==> src/rtl/reg_scoreboard_if.sv <==
`default_nettype none
// ============================================================================
//  reg_scoreboard_if
//  Decode / writeback / flush signal bundle between the pipeline and the
//  destination-register scoreboard.
//  Revision: 1.0  initial release
// ============================================================================
interface reg_scoreboard_if #(
  parameter int NREG = 32
);
  logic            id_valid;
  logic [4:0]      id_rn;
  logic [4:0]      id_rm;
  logic            id_use_rn;
  logic            id_use_rm;
  logic [4:0]      id_rd;
  logic            id_rd_we;
  logic            wb_valid;
  logic [4:0]      wb_rd;
  logic            flush;
  logic            stall;
  logic            issue;
  logic [NREG-1:0] busy_vec;
  logic            err;

  // Pipeline side: presents decode/writeback traffic, observes stall state.
  modport master (
    output id_valid, id_rn, id_rm, id_use_rn, id_use_rm, id_rd, id_rd_we,
    output wb_valid, wb_rd, flush,
    input  stall, issue, busy_vec, err
  );

  // Scoreboard side.
  modport slave (
    input  id_valid, id_rn, id_rm, id_use_rn, id_use_rm, id_rd, id_rd_we,
    input  wb_valid, wb_rd, flush,
    output stall, issue, busy_vec, err
  );
endinterface
`default_nettype wire

==> src/rtl/reg_scoreboard.sv <==
`default_nettype none
// ============================================================================
//  reg_scoreboard
//  Per-register pending-write counters for the segmented ARMv8 pipeline.
//  Raises a decode stall on a read-after-write hazard or when the
//  destination's pending counter is saturated. XZR is never tracked.
//  Revision: 1.0  initial release
// ============================================================================
module reg_scoreboard #(
  parameter int NREG   = 32,
  parameter int CW     = 2,
  parameter int ZR_IDX = 31
) (
  input wire               clk,
  input wire               Reset,
  reg_scoreboard_if.slave  bus
);

  localparam logic [4:0]    ZR      = 5'(ZR_IDX);
  localparam logic [CW-1:0] CNT_MAX = {CW{1'b1}};
  localparam logic [CW-1:0] CNT_ONE = CW'(1);

  logic [CW-1:0] cnt [NREG];
  logic          err_flag;

  logic busy_rn;
  logic busy_rm;
  logic hazard;
  logic full;
  logic inc;
  logic dec;
  logic underflow;

  // Hazard and saturation detection from registered counts only (no wb bypass).
  always_comb begin
    busy_rn   = (cnt[bus.id_rn] != '0) && (bus.id_rn != ZR);
    busy_rm   = (cnt[bus.id_rm] != '0) && (bus.id_rm != ZR);
    hazard    = (bus.id_use_rn && busy_rn) || (bus.id_use_rm && busy_rm);
    full      = bus.id_rd_we && (bus.id_rd != ZR) && (cnt[bus.id_rd] == CNT_MAX);
    inc       = bus.issue && bus.id_rd_we && (bus.id_rd != ZR);
    dec       = bus.wb_valid && (bus.wb_rd != ZR) && (cnt[bus.wb_rd] != '0);
    underflow = bus.wb_valid && (bus.wb_rd != ZR) && (cnt[bus.wb_rd] == '0);
  end

  assign bus.stall = bus.id_valid && !bus.flush && (hazard || full);
  assign bus.issue = bus.id_valid && !bus.flush && !bus.stall;
  assign bus.err   = err_flag;

  // Busy bits come straight from the counter flops; XZR is forced idle.
  for (genvar r = 0; r < NREG; r++) begin : g_busy
    if (r == ZR_IDX) begin : g_zr
      assign bus.busy_vec[r] = 1'b0;
    end else begin : g_reg
      assign bus.busy_vec[r] = (cnt[r] != '0);
    end
  end

  // Counter and sticky-error update: reset, then flush, then inc/dec.
  always_ff @(posedge clk) begin
    if (Reset) begin
      for (int r = 0; r < NREG; r++) begin
        cnt[r] <= '0;
      end
      err_flag <= 1'b0;
    end else if (bus.flush) begin
      for (int r = 0; r < NREG; r++) begin
        cnt[r] <= '0;
      end
    end else begin
      for (int r = 0; r < NREG; r++) begin
        // Simultaneous inc and dec on one register cancel out.
        if (inc && (bus.id_rd == 5'(r)) && !(dec && (bus.wb_rd == 5'(r)))) begin
          cnt[r] <= cnt[r] + CNT_ONE;
        end else if (dec && (bus.wb_rd == 5'(r)) && !(inc && (bus.id_rd == 5'(r)))) begin
          cnt[r] <= cnt[r] - CNT_ONE;
        end
      end
      if (underflow) begin
        err_flag <= 1'b1;
      end
    end
  end

endmodule
`default_nettype wire

==> src/flat_wrapper.sv <==
// flat-port wrapper written by rule: the top's interface ports become plain ports
module reg_scoreboard_flat 
#(
  parameter int NREG   = 32,
  parameter int CW     = 2,
  parameter int ZR_IDX = 31
)
  (clk, Reset, bus_id_valid, bus_id_rn, bus_id_rm, bus_id_use_rn, bus_id_use_rm, bus_id_rd, bus_id_rd_we, bus_wb_valid, bus_wb_rd, bus_flush, bus_stall, bus_issue, bus_busy_vec, bus_err);
  reg_scoreboard_if #(.NREG(NREG)) bus_i ();
  input wire clk;
  input wire Reset;
  input wire logic [$bits(bus_i.id_valid)-1:0] bus_id_valid;
  input wire logic [$bits(bus_i.id_rn)-1:0] bus_id_rn;
  input wire logic [$bits(bus_i.id_rm)-1:0] bus_id_rm;
  input wire logic [$bits(bus_i.id_use_rn)-1:0] bus_id_use_rn;
  input wire logic [$bits(bus_i.id_use_rm)-1:0] bus_id_use_rm;
  input wire logic [$bits(bus_i.id_rd)-1:0] bus_id_rd;
  input wire logic [$bits(bus_i.id_rd_we)-1:0] bus_id_rd_we;
  input wire logic [$bits(bus_i.wb_valid)-1:0] bus_wb_valid;
  input wire logic [$bits(bus_i.wb_rd)-1:0] bus_wb_rd;
  input wire logic [$bits(bus_i.flush)-1:0] bus_flush;
  output wire logic [$bits(bus_i.stall)-1:0] bus_stall;
  output wire logic [$bits(bus_i.issue)-1:0] bus_issue;
  output wire logic [$bits(bus_i.busy_vec)-1:0] bus_busy_vec;
  output wire logic [$bits(bus_i.err)-1:0] bus_err;
  assign bus_i.id_valid = bus_id_valid;
  assign bus_i.id_rn = bus_id_rn;
  assign bus_i.id_rm = bus_id_rm;
  assign bus_i.id_use_rn = bus_id_use_rn;
  assign bus_i.id_use_rm = bus_id_use_rm;
  assign bus_i.id_rd = bus_id_rd;
  assign bus_i.id_rd_we = bus_id_rd_we;
  assign bus_i.wb_valid = bus_wb_valid;
  assign bus_i.wb_rd = bus_wb_rd;
  assign bus_i.flush = bus_flush;
  assign bus_stall = bus_i.stall;
  assign bus_issue = bus_i.issue;
  assign bus_busy_vec = bus_i.busy_vec;
  assign bus_err = bus_i.err;
  reg_scoreboard #(.NREG(NREG), .CW(CW), .ZR_IDX(ZR_IDX)) u_core (.clk(clk), .Reset(Reset), .bus(bus_i));
endmodule
==> config.mk <==
export PLATFORM = sky130hd
export DESIGN_NAME = reg_scoreboard_flat
export DESIGN_NICKNAME = d
export VERILOG_FILES = /design/src/rtl/reg_scoreboard_if.sv /design/src/rtl/reg_scoreboard.sv /design/src/flat_wrapper.sv
export SDC_FILE = /design/constraint.sdc
export NUM_CORES = 1
export LEC_CHECK = 0
export BUFFER_PORTS_ARGS = -buffer_cell sky130_fd_sc_hd__buf_2
export CAP_MARGIN = 20
export CORE_ASPECT_RATIO = 1.5
export CORE_MARGIN = 2
export CORE_UTILIZATION = 55
export DETAILED_ROUTE_END_ITERATION = 7
export PLACE_DENSITY = 0.78
export SYNTH_ARGS = -nofsm -noshare
export SYNTH_HDL_FRONTEND = slang
export SYNTH_SLANG_ARGS = --single-unit
==> constraint.sdc <==
create_clock -name clk -period 2.6 [get_ports clk]
set_input_delay 0.13 -clock clk [delete_from_list [all_inputs] [get_ports clk]]
set_output_delay 0.13 -clock clk [all_outputs]
set_load 0.005 [all_outputs]
# Yosys cells after proc, flatten, opt, wreduce, memory -nomap -nowiden
# Memory sizes are Yosys's and may differ from the RTL's.
# Cells that the tools add are included.
# word_totals
wordCells	867
mem_count	1
out_inout_bits	35
reg_bits	1
ram_bits	64
input_bits	28
# memory_table
memory	words	word_bits	read_ports	rd_ports_with_merged_regs	write_ports	line_no	text
u_core.cnt	32	2	36	0	32	reg_scoreboard.sv:23	logic [CW-1:0] cnt [NREG];
# classes
mux	389
n_bitwise	97
n_addsub	64
n_reduce_logical	248
n_eq_ne	67
# ops
operator	count
two-way mux 1 bit	293
two-way mux 2 bit	96
== test 5 bit, second input constant	32
logical AND 1 bit	142
OR 1 bit	96
== test 5 x 4 -> 1 bit, second input constant	16
nonzero test 2 bit	34
logical NOT 1 bit	66
adder 2 x 1 -> 2 bit, second input constant	32
subtractor 2 x 1 -> 2 bit, second input constant	32
== test 5 x 3 -> 1 bit, second input constant	8
== test 5 x 2 -> 1 bit, second input constant	4
!= test 5 bit, second input constant	4
== test 5 x 1 -> 1 bit, second input constant	2
logical NOT 5 bit	2
== test 2 bit, second input constant	1
logical NOT 2 bit	1
logical OR 1 bit	2
AND reduction 2 bit	1
inverter 1 bit	1

# Logic depth before layout (Yosys ltp)
# Gate-level depths: netlist (run 1).
# An unclocked memory read counts as a cell.
# logic_depth
depth_word	20
mapped_depth	12
depth_no_buf	9

# Worst setup path after synthesis (run 1)
# No wires, ideal clock.
# synth_timing
kind	flip-flop to flip-flop
from	memory u_core.cnt[30][0]
to	memory u_core.cnt[29][0], enable pin
required_time_ns	2.300
period_less_slack_ns	2.851
path_buffers	1
stages_incl_launch_ff	10
path_slack_ns	-0.251
setup_time_ns	0.300
arrival_ns	2.551
path_cell_list	edfxtp_1 > or2_1 > mux4_2 > o221ai_1 > a32oi_4 > nand4b_2 > buf_6 > nor3_1 > or4_1 > nand3_1
# synth_lines
element	line_no
start, declared	reg_scoreboard.sv:23

==> results of run 1 <==
[worst max-delay path, stage by stage, from the launching register on]
cell      delay (ns)
edfxtp_1        0.46
nor2_1          0.13
mux4_2          0.49
o2111a_1        0.29
a32oi_4         0.42
nand4b_4        0.32
buf_6           0.22
or3_4           0.36
or3_1           0.31
a21oi_1         0.13
[flip-flops by register name, summed over array words and instances (netlist names)]
name,cells
u_core.cnt,64
u_core.bus.err,1
[final cells by class]
| type | instances | area [sq um] | share of cell area [%] |
|---|---|---|---|
| timing repair buffer | 258 | 1990 | 21.5 |
| clock inverter | 7 | 53.8 | 0.582 |
| multi-input combinational | 524 | 4580 | 49.6 |
| clock buffer | 9 | 225 | 2.44 |
| tap | 144 | 180 | 1.95 |
| inverter | 71 | 269 | 2.91 |
| sequential | 65 | 1940 | 21.0 |
[cells by family after synthesis]
| logic type | Yosys count | synth area share (%) |
|---|---|---|
| adders and majority gates | 18 | 3.77 |
| AOI/OAI and AO/OA | 84 | 9.82 |
| buffers and inverters | 113 | 7.88 |
| and+or+nand+nor | 360 | 33.1 |
| DFF | 65 | 32.5 |
| xor gates and xnor gates | 39 | 5.72 |
| other | 1 | 0.0628 |
| muxes | 20 | 7.12 |
[power breakdown]
part	switching, mW	internal [mW]
registers	0.0457	1.20
clock network	0.555	0.653
logic	0.616	0.451
total	1.22	2.30
[cell usage in the layout, fill, tap and decap left out, types with 9 or more instances in the layout]
| master | instances |
|---|---|
| mux4_2 | 18 |
| nor2b_1 | 9 |
| a21oi_1 | 30 |
| nand2_1 | 52 |
| nor2_2 | 11 |
| ha_1 | 18 |
| clkbuf_16 | 11 |
| nand4_1 | 16 |
| nor4_4 | 20 |
| nand3_1 | 30 |
| inv_1 | 66 |
| edfxtp_1 | 64 |
| nand2_2 | 12 |
| buf_4 | 165 |
| xor2_2 | 12 |
| nand3_2 | 11 |
| or3_1 | 19 |
| nor3_1 | 39 |
| buf_6 | 22 |
| nor4_2 | 12 |
| buf_2 | 61 |
| xnor2_1 | 14 |
| nor2_1 | 31 |
[routing by layer]
layer  up-vias  wire, um  global-route usage, %
li1       3030         -                      -
met1      3369      8190                   41.4
met2       568     12900                   65.6
met3       221      2630                   6.97
met4         2      2940                   32.8
met5         -        14                      0
[worst paths after layout]
kind                  endpoint              from  depth (start not counted)
max reg2reg  u_core.cnt[18][1]  u_core.cnt[9][0]                          9
min             u_core.bus.err         bus_flush                          4
max          u_core.cnt[18][1]  u_core.cnt[9][0]                          9
min reg2reg     u_core.bus.err    u_core.bus.err                          2
[what timing repair did]
action,4_1_cts,5_1_grt
endpoints found under the setup margin,127,127
pin swaps,26,29
resized for setup,81,108
buffers inserted,11,16
hold endpoints to repair,1,0
gates cloned,0,2
hold buffers,1,0
==> reports/metrics.cfg, run 1 <==
[outcome]
status = finished, violations left
violations = negative setup slack

[critical_path]
required_ns = 2.79
worstPathArrival_ns = 3.50
r2r_setup_slack_ns = -0.71
crit_type = reg2reg
worst_setup_path_end_kind = flip-flop
start_kind = flip-flop
crit_path_max_fanout = 8

[global_routing]
globalRoute.totalOverflow = 0
grt_pass1_vias = 6860
grt_pass1_wl_mm = 34.8
grt_max_degree = 63
grt_usage_pct = 39.5
antenna_found_initial = 1

[floorplanning]
ios = 63
die_w_um = 89.1
die_y_um = 132
core_area_sq_um = 10600
die_area_sq_um = 11700
initial_core_util_pct = 56.4
rows = 46

[timing]
fin_ws_ns = -0.708
max_freq_mhz = 302
finalHoldViolations = 0
final.period_utilization_pct = 127
maxSlewViolCount = 0
slew_headroom_pct = 41.6
whs_ns = 0.161
min_period_ns = 3.31
setup_viol = 127
final.setup.tns_ns = -68.75
worst_pin_slew_ns = 0.875
skew_ns = 0.0191
grt_setup_unrepaired = yes

[cts]
cts_tree = done
cts_root_buffer = clkbuf_16
cts_inserted_buffers = 9
htreeDepth = 3
clk_pin_slew_ns = 0.08
clk_path_buf_depth = 2
cts.sinks = 65
clk_latency_ns = 0.36

[min_path]
min-delay-path-class = in2reg

[routing]
drc = 0
dr.pass1.iters = 6
routed_wl_mm = 26.6
drtIter0Drc = 834
postRouteAntennaNets = 0
viasPerCell = 6.67
wl_per_cell_um = 24.7
vias = 7190

[synthesis]
yosys-top-cells-count = 68 x inv_1, 65 x nand2_1, 64 x edfxtp_1
yosysTopAreaCell = edfxtp_1
synth_flop_cell = edfxtp_1
syn_avg_cell_area_sq_um = 8.53
synthTopCellsByArea = edfxtp_1 32%, mux4_2 6.8%, inv_1 4.3%
synth_top_cell_area_share_pct = 32.2
syn_area_sq_um = 5970
ys_seq_elements = 65
ys_warn_count = 0
yosysSeqAreaShare_pct = 32.5
synth-edff-count = 64
synth_most_common_cell = inv_1
synth_cell_types = 74
async_flop_share_pct = 0
syn_inst = 700

[finish]
fin_area_sq_um = 9240
fin_util_pct = 87.3
fill_cells = 561
nets = 975
drive_gt1_share_pct = 47.4
stdcell_count = 1078
area_growth_pct = 54.7
diodes = 0

[power_and_ir_drop]
leakage_nw = 3.54
power_mw = 3.52
p_per_area_nw_per_um2 = 381
ir_worst_vdd_uv = 375

[job]
cap_violations = 0

[placed_design]
dp.cells = 1034
place_area_sq_um = 7720
dp_hpwl_mm = 17.0
gp_congestion = 1.08
pre_cts_ws_ns = -0.499
port_buffers = 61

(Power assumes the default switching activity.)
==> run 2: changes to the inputs <==
--- a/config.mk
+++ b/config.mk
@@ -5,13 +5,13 @@
 export SDC_FILE = /design/constraint.sdc
 export NUM_CORES = 1
 export LEC_CHECK = 0
-export BUFFER_PORTS_ARGS = -buffer_cell sky130_fd_sc_hd__buf_2
-export CAP_MARGIN = 20
+export ABC_AREA = 1
+export BUFFER_PORTS_ARGS = -buffer_cell sky130_fd_sc_hd__buf_4
 export CORE_ASPECT_RATIO = 1.5
 export CORE_MARGIN = 2
-export CORE_UTILIZATION = 55
+export CORE_UTILIZATION = 56
 export DETAILED_ROUTE_END_ITERATION = 7
-export PLACE_DENSITY = 0.78
+export PLACE_DENSITY = 0.79
 export SYNTH_ARGS = -nofsm -noshare
 export SYNTH_HDL_FRONTEND = slang
 export SYNTH_SLANG_ARGS = --single-unit
==> reports/metrics.cfg, run 2 <==
[outcome]
status = finished, violations left
violations = negative setup slack

[finish]
nets = 1358
drive_gt1_share_pct = 23.4
diodes = 0
final_cell_mix = 369 x nand2_1, 172 x buf_4, 163 x inv_1
layout_commonest_cell = nand2_1
fill_cells = 1020
stdcell_count = 1470
largest_reg_flops = 64
largest-register = u_core.cnt
area_growth_pct = 32.0

[synthesis]
synth_cell_types = 37
syn_inst = 1155
yosys-top-cells-count = 395 x nand2_1, 174 x inv_1, 140 x nor2_1
synth_top_cell_area_share_pct = 28.3
synth_flop_cell = edfxtp_1
async_flop_share_pct = 0
yosysTopAreaCell = edfxtp_1
synth_most_common_cell = nand2_1
ys_seq_elements = 65
syn_area_sq_um = 6800
synth-edff-count = 64
yosysSeqAreaShare_pct = 28.6
syn_avg_cell_area_sq_um = 5.89
ys_warn_count = 0
synthTopCellsByArea = edfxtp_1 28%, nand2_1 22%, inv_1 9.6%

[floorplanning]
ios = 63
rows = 49
initial_core_util_pct = 57.2
die_w_um = 94.0
die_area_sq_um = 13100
die_y_um = 139
core_area_sq_um = 11900

[placed_design]
port_buffers = 61
gp_congestion = 1.14
dp_hpwl_mm = 20.2
pre_cts_ws_ns = -0.265
dp.cells = 1437

[cts]
cts_tree = done
cts_inserted_buffers = 9
htreeDepth = 3
cts.sinks = 65
clk_latency_ns = 0.35
clk_pin_slew_ns = 0.07
clk_path_buf_depth = 2
cts_root_buffer = clkbuf_16

[critical_path]
cpMaxStageDelayCell = edfxtp_1
cpPeakStageDelay_ns = 0.44
required_ns = 2.67
cpMostUsedCell = nand2_1
path_cells = nor2_4, inv_1, nand2_1, nand3_1, nand3_1, nand2_1, nand2_1, nand2_1, nand3_2, buf_6, nand4_4, nor2_4, buf_12, clkbuf_16, nand4_1, nand3_2
path_buf_inv = 4
crit_path_max_fanout = 7
crit_type = reg2reg
start_kind = flip-flop
crit_family = simple AND/OR/NAND/NOR gates
r2r_setup_slack_ns = -0.0009
worstPathArrival_ns = 2.67
worst_setup_path_end_kind = flip-flop

[job]
cap_violations = 0

[timing]
worst_pin_slew_ns = 0.583
fin_ws_ns = -0.000939
grt_setup_unrepaired = yes
final.period_utilization_pct = 100
maxSlewViolCount = 0
final.setup.tns_ns = -0.00124
slew_headroom_pct = 61.1
skew_ns = 0.00807
max_freq_mhz = 384
min_period_ns = 2.60
setup_viol = 2
whs_ns = 0.202
finalHoldViolations = 0

[routing]
routed_wl_mm = 27.1
postRouteAntennaNets = 0
dr.pass1.iters = 8
drc = 0
viasPerCell = 5.90
vias = 8672
drtIter0Drc = 891
wl_per_cell_um = 18.4

[global_routing]
grt_max_degree = 33
globalRoute.totalOverflow = 0
grt_pass1_wl_mm = 40.0
grt_pass1_vias = 8009
grt_usage_pct = 40.3
antenna_found_initial = 0

[power_and_ir_drop]
p_per_area_nw_per_um2 = 385
ir_worst_vdd_uv = 415
leakage_nw = 4.45
power_mw = 3.45

[min_path]
min-delay-path-class = in2reg

-- run 2: final timing paths --
path,start,to,cells after the start
max,u_core.cnt[21][1],u_core.cnt[0][0],16
min,bus_flush,u_core.bus.err,4
max reg2reg,u_core.cnt[21][1],u_core.cnt[0][0],16
min reg2reg,u_core.bus.err,u_core.bus.err,2
-- run 2: worst min-delay path: cells and delay by family --
family	cells	cell delay [ns]
buffers and inverters	2	0.22
AND/OR/NAND/NOR	1	0.07
AO/OA/AOI/OAI	1	0.09
-- run 2: where the power goes --
part	leakage, nW	switching [mW]	internal (mW)
combinational	3.59	0.626	0.389
sequential	0.720	0.0394	1.20
clock	0.135	0.536	0.664
total	4.45	1.20	2.25
-- run 2: through the flow --
stage                     utilization [%]  cell area [sq um]
after floorplan                         -               6810
after global placement               68.7               8170
after detailed placement             68.7               8170
after CTS                            71.2               8470
after global routing                 75.4               8970
final                                75.4               8970
-- run 2: area by class of cell --
class,count,area (sq um),share of cell area [%]
clock buffer,9,225,2.51
clock inverter,7,61.3,0.683
inverter,181,679,7.57
multi-input combinational,865,4260,47.5
sequential,65,1940,21.6
tap,153,191,2.13
timing repair buffer,190,1610,17.9
-- run 2: logic make-up after synthesis --
family | count (synthesis) | share of synthesized area [%]
other | 1 | 0.0552
DFF | 65 | 28.6
AOI/OAI and AO/OA | 96 | 7.38
adders and majority gates | 18 | 3.31
buffers and inverters | 227 | 13.4
and+or+nand+nor | 748 | 47.3
-- run 2: per-layer routing --
layer	up-vias	GRT usage (%)	part of all wire, %
met4	0	30.6	9.5
met5	-	0	0
met3	208	6.63	11
met1	3791	45.3	33
met2	641	66.7	47
li1	4032	-	-
-- run 2: repair_timing --
item,in CTS,in global routing
hold endpoints to repair,1,0
hold buffers,1,0
setup endpoints to repair,59,124
pin swaps,0,26
cloned,0,3
setup buffers,0,13
gates resized for setup,2,98
==> run 3: changes to the inputs <==
--- a/config.mk
+++ b/config.mk
@@ -7,7 +7,7 @@
 export LEC_CHECK = 0
 export ABC_AREA = 1
 export BUFFER_PORTS_ARGS = -buffer_cell sky130_fd_sc_hd__buf_4
-export CORE_ASPECT_RATIO = 1.5
+export CORE_ASPECT_RATIO = 1.4
 export CORE_MARGIN = 2
 export CORE_UTILIZATION = 56
 export DETAILED_ROUTE_END_ITERATION = 7
==> reports/metrics.cfg, run 3 (synthesized netlist as in run 2, its figures left out) <==
[outcome]
status = finished, violations left
violations = negative setup slack

[timing]
setup_viol = 44
worst_pin_slew_ns = 0.637
min_period_ns = 2.75
fin_ws_ns = -0.146
maxSlewViolCount = 0
final.setup.tns_ns = -1.98
grt_setup_unrepaired = yes
slew_headroom_pct = 57.5
skew_ns = 0.00656
finalHoldViolations = 0
final.period_utilization_pct = 106
max_freq_mhz = 364

[power_and_ir_drop]
clockPowerShare_pct = 36.3
ir_worst_vdd_uv = 327
power_frac_seq_pct = 34.9
p_sw_mw = 1.20
p_per_area_nw_per_um2 = 394
leakage_nw = 4.43
swShare_pct = 34.1
combPwrFrac_pct = 28.8
internal_power_mw = 2.33

[critical_path]
cpPeakStageDelay_ns = 0.39
cpMostUsedCell = nand2_1
worst_setup_path_end_kind = flip-flop
crit_type = reg2reg
required_ns = 2.66
path_buf_inv = 3
worstPathArrival_ns = 2.80
cpMaxStageDelayCell = edfxtp_1
crit_path_max_fanout = 6
path_cells = buf_4, nand2_1, nand2_1, nand2_1, nand2_1, nand2_1, nand2_1, o21ai_1, nand2_1, nand3_2, nand4_4, nor2_4, buf_6, clkbuf_16, nand4_1, nand3_2
crit_family = simple AND/OR/NAND/NOR gates
start_kind = flip-flop

[floorplanning]
core_area_sq_um = 11800
die_w_um = 97.1
ios = 63
die_y_um = 134
initial_core_util_pct = 57.5
die_area_sq_um = 13000
rows = 47

[routing]
dr.pass1.iters = 6
vias = 8703
drc = 0
routed_wl_mm = 27.9
drtIter0Drc = 900
wl_per_cell_um = 19.2
viasPerCell = 5.97
postRouteAntennaNets = 0

[global_routing]
globalRoute.totalOverflow = 0
grt_max_degree = 35
grt_usage_pct = 39.9
grt_pass1_vias = 7957
antenna_found_initial = 0
grt_pass1_wl_mm = 40.3

[finish]
drive_gt1_share_pct = 24.1
area_growth_pct = 32.0
largest-register = u_core.cnt
final_cell_mix = 355 x nand2_1, 163 x buf_4, 162 x inv_1
largest_reg_flops = 64
stdcell_count = 1458
nets = 1352
layout_commonest_cell = nand2_1
fin_util_pct = 75.9
diodes = 0

[cts]
htreeDepth = 3
clk_latency_ns = 0.35
cts.sinks = 65
cts_tree = done
clk_path_buf_depth = 2
cts_inserted_buffers = 9
cts_root_buffer = clkbuf_16
clk_pin_slew_ns = 0.06

[placed_design]
dp.cells = 1417
gp_congestion = 1.08
dp_hpwl_mm = 20.0
port_buffers = 61

[job]
cap_violations = 0

[min_path]
min-delay-path-class = in2reg

==> run 3: cell count changes in the layout (fill, tap and decap cells not counted), sizes merged <==
cell / delta
buf: -7
bufinv: +1
clkbuf: +1
clkinvlp: +1
inv: -2
==> run 3: worst paths after layout <==
kind | endpoint | from | cells past startpoint | slack (ns)
worst max-delay path | u_core.cnt[9][1] | u_core.cnt[14][0] | 16 | -0.15
worst min-delay path | u_core.cnt[5][1] | bus_flush | 3 | 0.25
worst max register to register | u_core.cnt[9][1] | u_core.cnt[14][0] | 16 | -0.15
worst min register to register | u_core.bus.err | u_core.bus.err | 2 | 0.51
==> run 3: area by class of cell <==
cell class | instances | area (sq um)
Multi-Input combinational cell | 865 | 4280
Fill cell | 984 | 2850
Sequential cell | 65 | 1940
Timing Repair Buffer | 184 | 1580
Inverter | 181 | 679
Clock buffer | 9 | 225
Tap cell | 147 | 184
Clock inverter | 7 | 78.8
==> run 3: what timing repair did <==
action / CTS / global route
hold buffers: 1 / 0
gates resized for setup: 1 / 113
endpoints found under the hold margin: 1 / 0
pin swaps: 0 / 46
setup endpoints to repair: 6 / 112
gates cloned: 0 / 4
setup buffers: 0 / 20
==> run 3: worst min-delay path, delay by kind of cell <==
kind / cells / cell delay, ns
buffers and inverters: 2 / 0.19
AND/OR/NAND/NOR: 1 / 0.14
==> run 3: routing by layer <==
layer  wire (um)  global-route usage (%)
met2       12900                    67.2
met1        9320                    46.7
met5           0                       0
met4        2680                    26.9
met3        3060                    6.20
==> run 3: metrics by stage <==
step / power (mW) / hold slack, ns / cell area (sq um) / setup slack, ns
after global placement: 2.13 / 0.326 / 8050 / 0.0167
final: 3.53 / 0.245 / 8970 / -0.146
after detailed placement: 2.14 / 0.338 / 8050 / -0.00903
after floorplan: 1.73 / 0.202 / 6810 / 0.431
after CTS: 3.40 / 0.225 / 8370 / 0.00776
after global routing: 3.62 / 0.250 / 8970 / -0.210
==> run 3: power by group through the flow <==
stage | combinational, mW | clock (mW) | sequential [mW]
final | 1.02 | 1.28 | 1.23
after global routing | 1.08 | 1.30 | 1.24
after global placement | 0.887 | 0 | 1.25
after CTS | 0.902 | 1.27 | 1.23
after detailed placement | 0.895 | 0 | 1.25
after floorplan | 0.484 | 0 | 1.24
